`config.mk`:
```
export PLATFORM = sky130hd
export DESIGN_NAME = tracker_query_scheduler
export DESIGN_NICKNAME = d
export VERILOG_FILES = /design/src/rtl/tracker_query_scheduler.sv
export SDC_FILE = /design/constraint.sdc
export NUM_CORES = 1
export LEC_CHECK = 0
export ABC_AREA = 1
export BUFFER_PORTS_ARGS = -buffer_cell sky130_fd_sc_hd__buf_2
export CELL_PAD_IN_SITES_DETAIL_PLACEMENT = 1
export CELL_PAD_IN_SITES_GLOBAL_PLACEMENT = 1
export CORE_MARGIN = 2
export CORE_UTILIZATION = 40
export DETAILED_ROUTE_END_ITERATION = 6
export PLACE_DENSITY_LB_ADDON = 0.1
export SLEW_MARGIN = 20
export SYNTH_ARGS = -nofsm -noshare
export SYNTH_HDL_FRONTEND = slang
export SYNTH_SLANG_ARGS = --single-unit
```
`constraint.sdc`:
```
create_clock -name clk -period 4.91 [get_ports clk]
set_input_delay 0.7365 -clock clk [delete_from_list [all_inputs] [get_ports clk]]
set_output_delay 0.7365 -clock clk [all_outputs]
set_load 0.01 [all_outputs]
```
`src/rtl/tracker_query_scheduler.sv`:
```
// Purpose: round-robin arbiter that serialises lookback queries from NUM_REQ requesters onto one signal tracker.
// Latency: response valid 2+SETTLE_CYCLES cycles after acceptance; range-check rejects respond in the next cycle.
// Backpressure: one query in flight; req_ready stays low until the response handshake completes.
module tracker_query_scheduler #(
    parameter int NUM_REQ       = 2,
    parameter int BUFFER_WIDTH  = 8,
    parameter int SETTLE_CYCLES = 1,
    localparam int ID_W         = (NUM_REQ > 1) ? $clog2(NUM_REQ) : 1
) (
    input  logic                            clk,
    input  logic                            rst,
    input  logic [31:0]                     counter,
    input  logic [NUM_REQ-1:0]              req_valid,
    input  logic [NUM_REQ-1:0][31:0]        req_lookback,
    output logic [NUM_REQ-1:0]              req_ready,
    output logic                            resp_valid,
    input  logic                            resp_ready,
    output logic [ID_W-1:0]                 resp_id,
    output logic signed [31:0]              resp_start,
    output logic signed [31:0]              resp_end,
    output logic                            resp_err,
    output logic [31:0]                     trk_value,
    output logic                            trk_recalc,
    input  logic signed [1:0][31:0]         trk_time,
    output logic [31:0]                     trk_prev_end,
    output logic                            trk_update_end
);

    typedef enum logic [2:0] {
        IDLE,
        LOAD,
        ISSUE,
        SETTLE,
        RESPOND
    } state_t;

    state_t            state_q;
    state_t            state_d;
    logic [ID_W-1:0]   ptr_q;
    logic [ID_W-1:0]   grant_q;
    logic [31:0]       lookback_q;
    logic [3:0]        settle_cnt_q;
    logic [31:0]       shadow_q [NUM_REQ];

    logic              grant_found;
    logic [ID_W-1:0]   grant_idx;
    logic [ID_W-1:0]   scan_idx;
    logic [31:0]       lb_sel;
    logic [32:0]       counter_p1;
    logic              range_bad;
    logic              settle_done;
    logic [31:0]       end_sample;

    // Round-robin search starting at the pointer; only offered while idle.
    always_comb begin
        grant_found = 1'b0;
        grant_idx   = '0;
        scan_idx    = '0;
        if (state_q == IDLE) begin
            for (int k = 0; k < NUM_REQ; k++) begin
                scan_idx = ID_W'((int'(ptr_q) + k) % NUM_REQ);
                if (!grant_found && req_valid[scan_idx]) begin
                    grant_found = 1'b1;
                    grant_idx   = scan_idx;
                end
            end
        end
        req_ready = grant_found ? (NUM_REQ'(1) << grant_idx) : '0;
    end

    // Range check on the lookback being accepted; counter+1 is widened so it cannot wrap.
    always_comb begin
        lb_sel      = req_lookback[grant_idx];
        counter_p1  = {1'b0, counter} + 33'd1;
        range_bad   = (lb_sel == 32'd0) ||
                      (lb_sel > 32'(BUFFER_WIDTH)) ||
                      ({1'b0, lb_sel} > counter_p1);
        settle_done = (settle_cnt_q == 4'(SETTLE_CYCLES - 1));
        end_sample  = trk_time[1];
    end

    // State register.
    always_ff @(posedge clk or negedge rst) begin
        if (!rst) begin
            state_q <= IDLE;
        end else begin
            state_q <= state_d;
        end
    end

    // Next-state and tracker-facing outputs, decoded from the current state.
    always_comb begin
        state_d        = state_q;
        resp_valid     = 1'b0;
        trk_update_end = 1'b0;
        trk_prev_end   = '0;
        trk_recalc     = 1'b0;
        trk_value      = '0;
        case (state_q)
            IDLE: begin
                if (grant_found) begin
                    state_d = range_bad ? RESPOND : LOAD;
                end
            end
            LOAD: begin
                trk_update_end = 1'b1;
                trk_prev_end   = shadow_q[grant_q];
                trk_value      = lookback_q;
                state_d        = ISSUE;
            end
            ISSUE: begin
                trk_recalc = 1'b1;
                trk_value  = lookback_q;
                state_d    = SETTLE;
            end
            SETTLE: begin
                trk_value = lookback_q;
                if (settle_done) begin
                    state_d = RESPOND;
                end
            end
            RESPOND: begin
                resp_valid = 1'b1;
                if (resp_ready) begin
                    state_d = IDLE;
                end
            end
            default: state_d = IDLE;
        endcase
    end

    // Request capture, settle timing, response capture and per-requester previous-end shadows.
    always_ff @(posedge clk or negedge rst) begin
        if (!rst) begin
            ptr_q        <= '0;
            grant_q      <= '0;
            lookback_q   <= '0;
            settle_cnt_q <= '0;
            resp_id      <= '0;
            resp_start   <= '0;
            resp_end     <= '0;
            resp_err     <= 1'b0;
            for (int i = 0; i < NUM_REQ; i++) begin
                shadow_q[i] <= '0;
            end
        end else begin
            case (state_q)
                IDLE: begin
                    if (grant_found) begin
                        grant_q    <= grant_idx;
                        resp_id    <= grant_idx;
                        lookback_q <= lb_sel;
                        ptr_q      <= ID_W'((int'(grant_idx) + 1) % NUM_REQ);
                        if (range_bad) begin
                            resp_start <= -32'sd1;
                            resp_end   <= -32'sd1;
                            resp_err   <= 1'b1;
                        end
                    end
                end
                ISSUE: begin
                    settle_cnt_q <= '0;
                end
                SETTLE: begin
                    settle_cnt_q <= settle_cnt_q + 4'd1;
                    if (settle_done) begin
                        resp_start <= trk_time[0];
                        resp_end   <= trk_time[1];
                        resp_err   <= 1'b0;
                        // A not-found result leaves the requester's previous end untouched.
                        if (end_sample != 32'hFFFF_FFFF) begin
                            shadow_q[grant_q] <= end_sample;
                        end
                    end
                end
                default: ;
            endcase
        end
    end

endmodule

```
==> run_results.csv <==
group,metric,value,unit
layout,fin_nets,1769,
route,vias,9515,
synth,ys.flop_type,"dfrtp_1",
power_and_ir_drop,ir_worst_vdd,0.000299,V
route,drt-total-wl,31.1,mm
route,ant_nets,0,
clock_tree,worst_skew_pair.late_latency,0.43,ns
synth,ys_seq_area_frac,0.440,
sta,fin_hold_ws,0.399,ns
setup_path,cp.depth,30,
clock_tree,cts_hold_buf,0,
placement,place_congestion,0.833,
floorplan,die-area,25400,sq um
global_routing,grt_pass1_vias,9905,
route,first_pass_iters,4,
placement,hpwl,22.9,mm
min_path,hold_path_class,"in2async",
sta,hold_viol,0,
global_routing,grt_usage,0.249,
setup_path,cp_top_family,"simple AND/OR/NAND/NOR gates",
route,drc,0,
synth,syn_area_per_cell,7.43,sq um
setup_path,crit_buf_inv,3,
sta,tightest_slew,1.03,ns
setup_path,crit_top_cell,"nand2_1",
floorplan,fp.dieH,159,um
layout,syn_to_final_growth,24.0,%
clock_tree,ctsRootBufferMaster,"clkbuf_16",
setup_path,required,5.28,ns
global_routing,grt_pass1_wl,51.1,mm
flow_run,cap_violations,0,
setup_path,critical_path_class,"in2reg",
sta,rsz0062_at_grt,"false",
route,viasPerCell,5.00,
setup_path,crit_slowest_cell,"ha_1",
sta,fin_crit,3.88,ns
synth,syn_nets,1500,
setup_path,critPathCaptureType,"flop",
sta,period_share,0.791,
synth,syn_inst,1301,
sta,worst_slew_margin_rel,0.315,
clock_tree,post_cts_buffers,0,
layout,num_antenna_cells,0,
power_and_ir_drop,pwr-share-comb,0.451,
synth,yosys.cell_types.count,34,
synth,synth_edf_count,0,
synth,yosys_register_bits,170,
clock_tree,path_clk_slew,0.08,ns
floorplan,start_util,0.409,
synth,yosysWarningCount,0,
layout,layout_common_cells,"nand2_1, buf_2, dfrtp_1, inv_1, o21ai_0",
sta,setup_viol,0,
floorplan,die_w,159,um
clock_tree,numCtsBuffers,17,
sta,final_max_slew_viol_count,0,
clock_tree,cts_htree_levels,4,
setup_path,cp-start-kind,"input pin",
power_and_ir_drop,power.share.switching,0.437,
route,drtIter0Drc,502,
sta,setup_tns,0,ns
route,wl_per_cell,16.4,um
clock_tree,cts.sinks,170,
power_and_ir_drop,power_density,580,nW/um^2
global_routing,antenna_found_initial,1,
synth,synthArstFlopShare,1.00,
power_and_ir_drop,p_seq_frac,0.356,
status,status,"finished clean",
power_and_ir_drop,netSwitchingPower,0.00303,W
clock_tree,cts_tree,"yes",
setup_path,crit_path_max_incr_delay,0.29,ns
power_and_ir_drop,p_int,0.00391,W
power_and_ir_drop,p_leak,6.36,nW
synth,netlist_area,9660,sq um
power_and_ir_drop,clkPwrFrac,0.193,
setup_path,arrival,4.25,ns
setup_path,critPathMaxFanout,66,
placement,io_buffer_count,299,
clock_tree,clockBufferDepth,2,
sta,fin_skew,0.0152,ns
layout,layout-drive-gt1-share,0.254,
sta,fmax,258,MHz
floorplan,core,23600,sq um
floorplan,core.rowCount,56,
setup_path,reg2reg_depth,23,
layout,final_common_cell,"nand2_1",
floorplan,io_pins,300,
global_routing,gr-total-overflow,0,
clock_tree,cts_resized,0,
global_routing,grt_max_degree,100,
final cells by class:
class | count | area [sq um]
clock buffers | 18 | 439
clock inverters | 14 | 146
fillers | 3087 | 11600
inverters | 136 | 510
multi-input cells | 931 | 4590
flip-flops and latches | 170 | 4250
well taps | 319 | 399
repair buffers | 314 | 1640
cell usage after synthesis (2+ instances only):
| master | instances | share of area |
|---|---|---|
| nor2_1 | 62 | 0.024 |
| o21a_1 | 9 | 0.0070 |
| nand2_1 | 447 | 0.17 |
| nand4_1 | 19 | 0.012 |
| xnor2_1 | 9 | 0.0082 |
| nor2_2 | 3 | 0.0019 |
| buf_4 | 2 | 0.0016 |
| clkbuf_1 | 43 | 0.017 |
| nor4_1 | 13 | 0.0084 |
| xor2_1 | 20 | 0.018 |
| a211oi_1 | 2 | 0.0016 |
| or2_2 | 36 | 0.023 |
| o22ai_1 | 3 | 0.0019 |
| dfrtp_1 | 170 | 0.44 |
| ha_1 | 34 | 0.044 |
| nand3_2 | 2 | 0.0021 |
| o21ai_0 | 108 | 0.056 |
| buf_1 | 3 | 0.0012 |
| inv_1 | 131 | 0.051 |
| nand3_1 | 81 | 0.042 |
| nor2_4 | 4 | 0.0047 |
| buf_6 | 10 | 0.012 |
| buf_2 | 6 | 0.0031 |
| nand2_2 | 4 | 0.0026 |
| nor3_1 | 13 | 0.0067 |
| a21oi_1 | 47 | 0.024 |
| o21ai_1 | 5 | 0.0026 |
| or2_1 | 6 | 0.0039 |
| inv_2 | 4 | 0.0016 |
worst reg2reg max path, stage by stage (launching register included):
cell and delay, ns:
dfrtp_1 0.40, inv_2 0.13, nand2_2 0.10, nor2_4 0.17, nand2_2 0.43, o21ai_0 0.59
inv_1 0.12, ha_1 0.33, nand2_1 0.07, inv_1 0.05, o21ai_0 0.07, nand2_1 0.08
a21oi_1 0.13, nor2_1 0.05, o21ai_0 0.14, nand2_1 0.07, nand2_1 0.06, nand2_1 0.05
nand2_1 0.06, nand3_2 0.10, nand2_2 0.11, buf_12 0.25, nand2_1 0.20, nand2_1 0.07
metrics by stage:
step	setup WS [ns]	cell area [sq um]	utilization	power, W	cells
floorplan	1.23	9660	-	0.00450	1301
detailed placement	0.595	11400	0.483	0.00568	1870
finish	1.03	12000	0.507	0.00694	1902
global placement	0.727	11400	0.483	0.00552	1870
global route	0.524	12000	0.507	0.00758	1902
CTS	0.998	12000	0.507	0.00705	1902
path summary, 6_finish.rpt:
path	start	endpoint	slack [ns]
worst max register to register	state_q[0]	resp_start[20]	1.04
worst max-delay path	counter[0]	resp_start[20]	1.03
min in group clk	resp_start[9]	resp_start[9]	0.47
max in group asynchronous	rst	resp_end[24]	3.31
worst min-delay path	rst	shadow_q[40]	0.40
worst min register to register	resp_start[9]	resp_start[9]	0.47
kinds of logic (layout without fill, tap and decap cells):
logic type / count (synthesis) / count (layout) / share of synthesized area
AO/OA/AOI/OAI: 177 / 177 / 0.0958
adder cells (fa/ha/maj): 34 / 34 / 0.0440
buffers and inverters: 200 / 482 / 0.0870
AND/OR/NAND/NOR: 691 / 691 / 0.306
XOR/XNOR: 29 / 29 / 0.0263
flip-flops: 170 / 170 / 0.440
routing by layer:
metal / up-vias / global-route usage / share of wire
met1: 4588 / 0.308 / 0.44
met3: 42 / 0.0386 / 0.040
li1: 4657 / - / -
met5: - / 0 / 0.00042
met4: 2 / 0.0802 / 0.026
met2: 226 / 0.443 / 0.49
flip-flops by register name, summed over array words and instances (netlist names):
name / flops
resp_err: 1
lookback_q: 32
resp_end: 32
shadow_q: 64
ptr_q: 1
grant_q: 1
state_q: 3
resp_start: 32
settle_cnt_q: 4
power groups by stage:
stage | sequential [W] | combinational, W | clock (W)
after floorplan | 0.00255 | 0.00195 | 0
after global routing | 0.00256 | 0.00359 | 0.00144
after CTS | 0.00248 | 0.00320 | 0.00137
after global placement | 0.00247 | 0.00305 | 0
final | 0.00247 | 0.00313 | 0.00134
after detailed placement | 0.00249 | 0.00319 | 0
No activity file was read; power rests on OpenSTA's default activity.
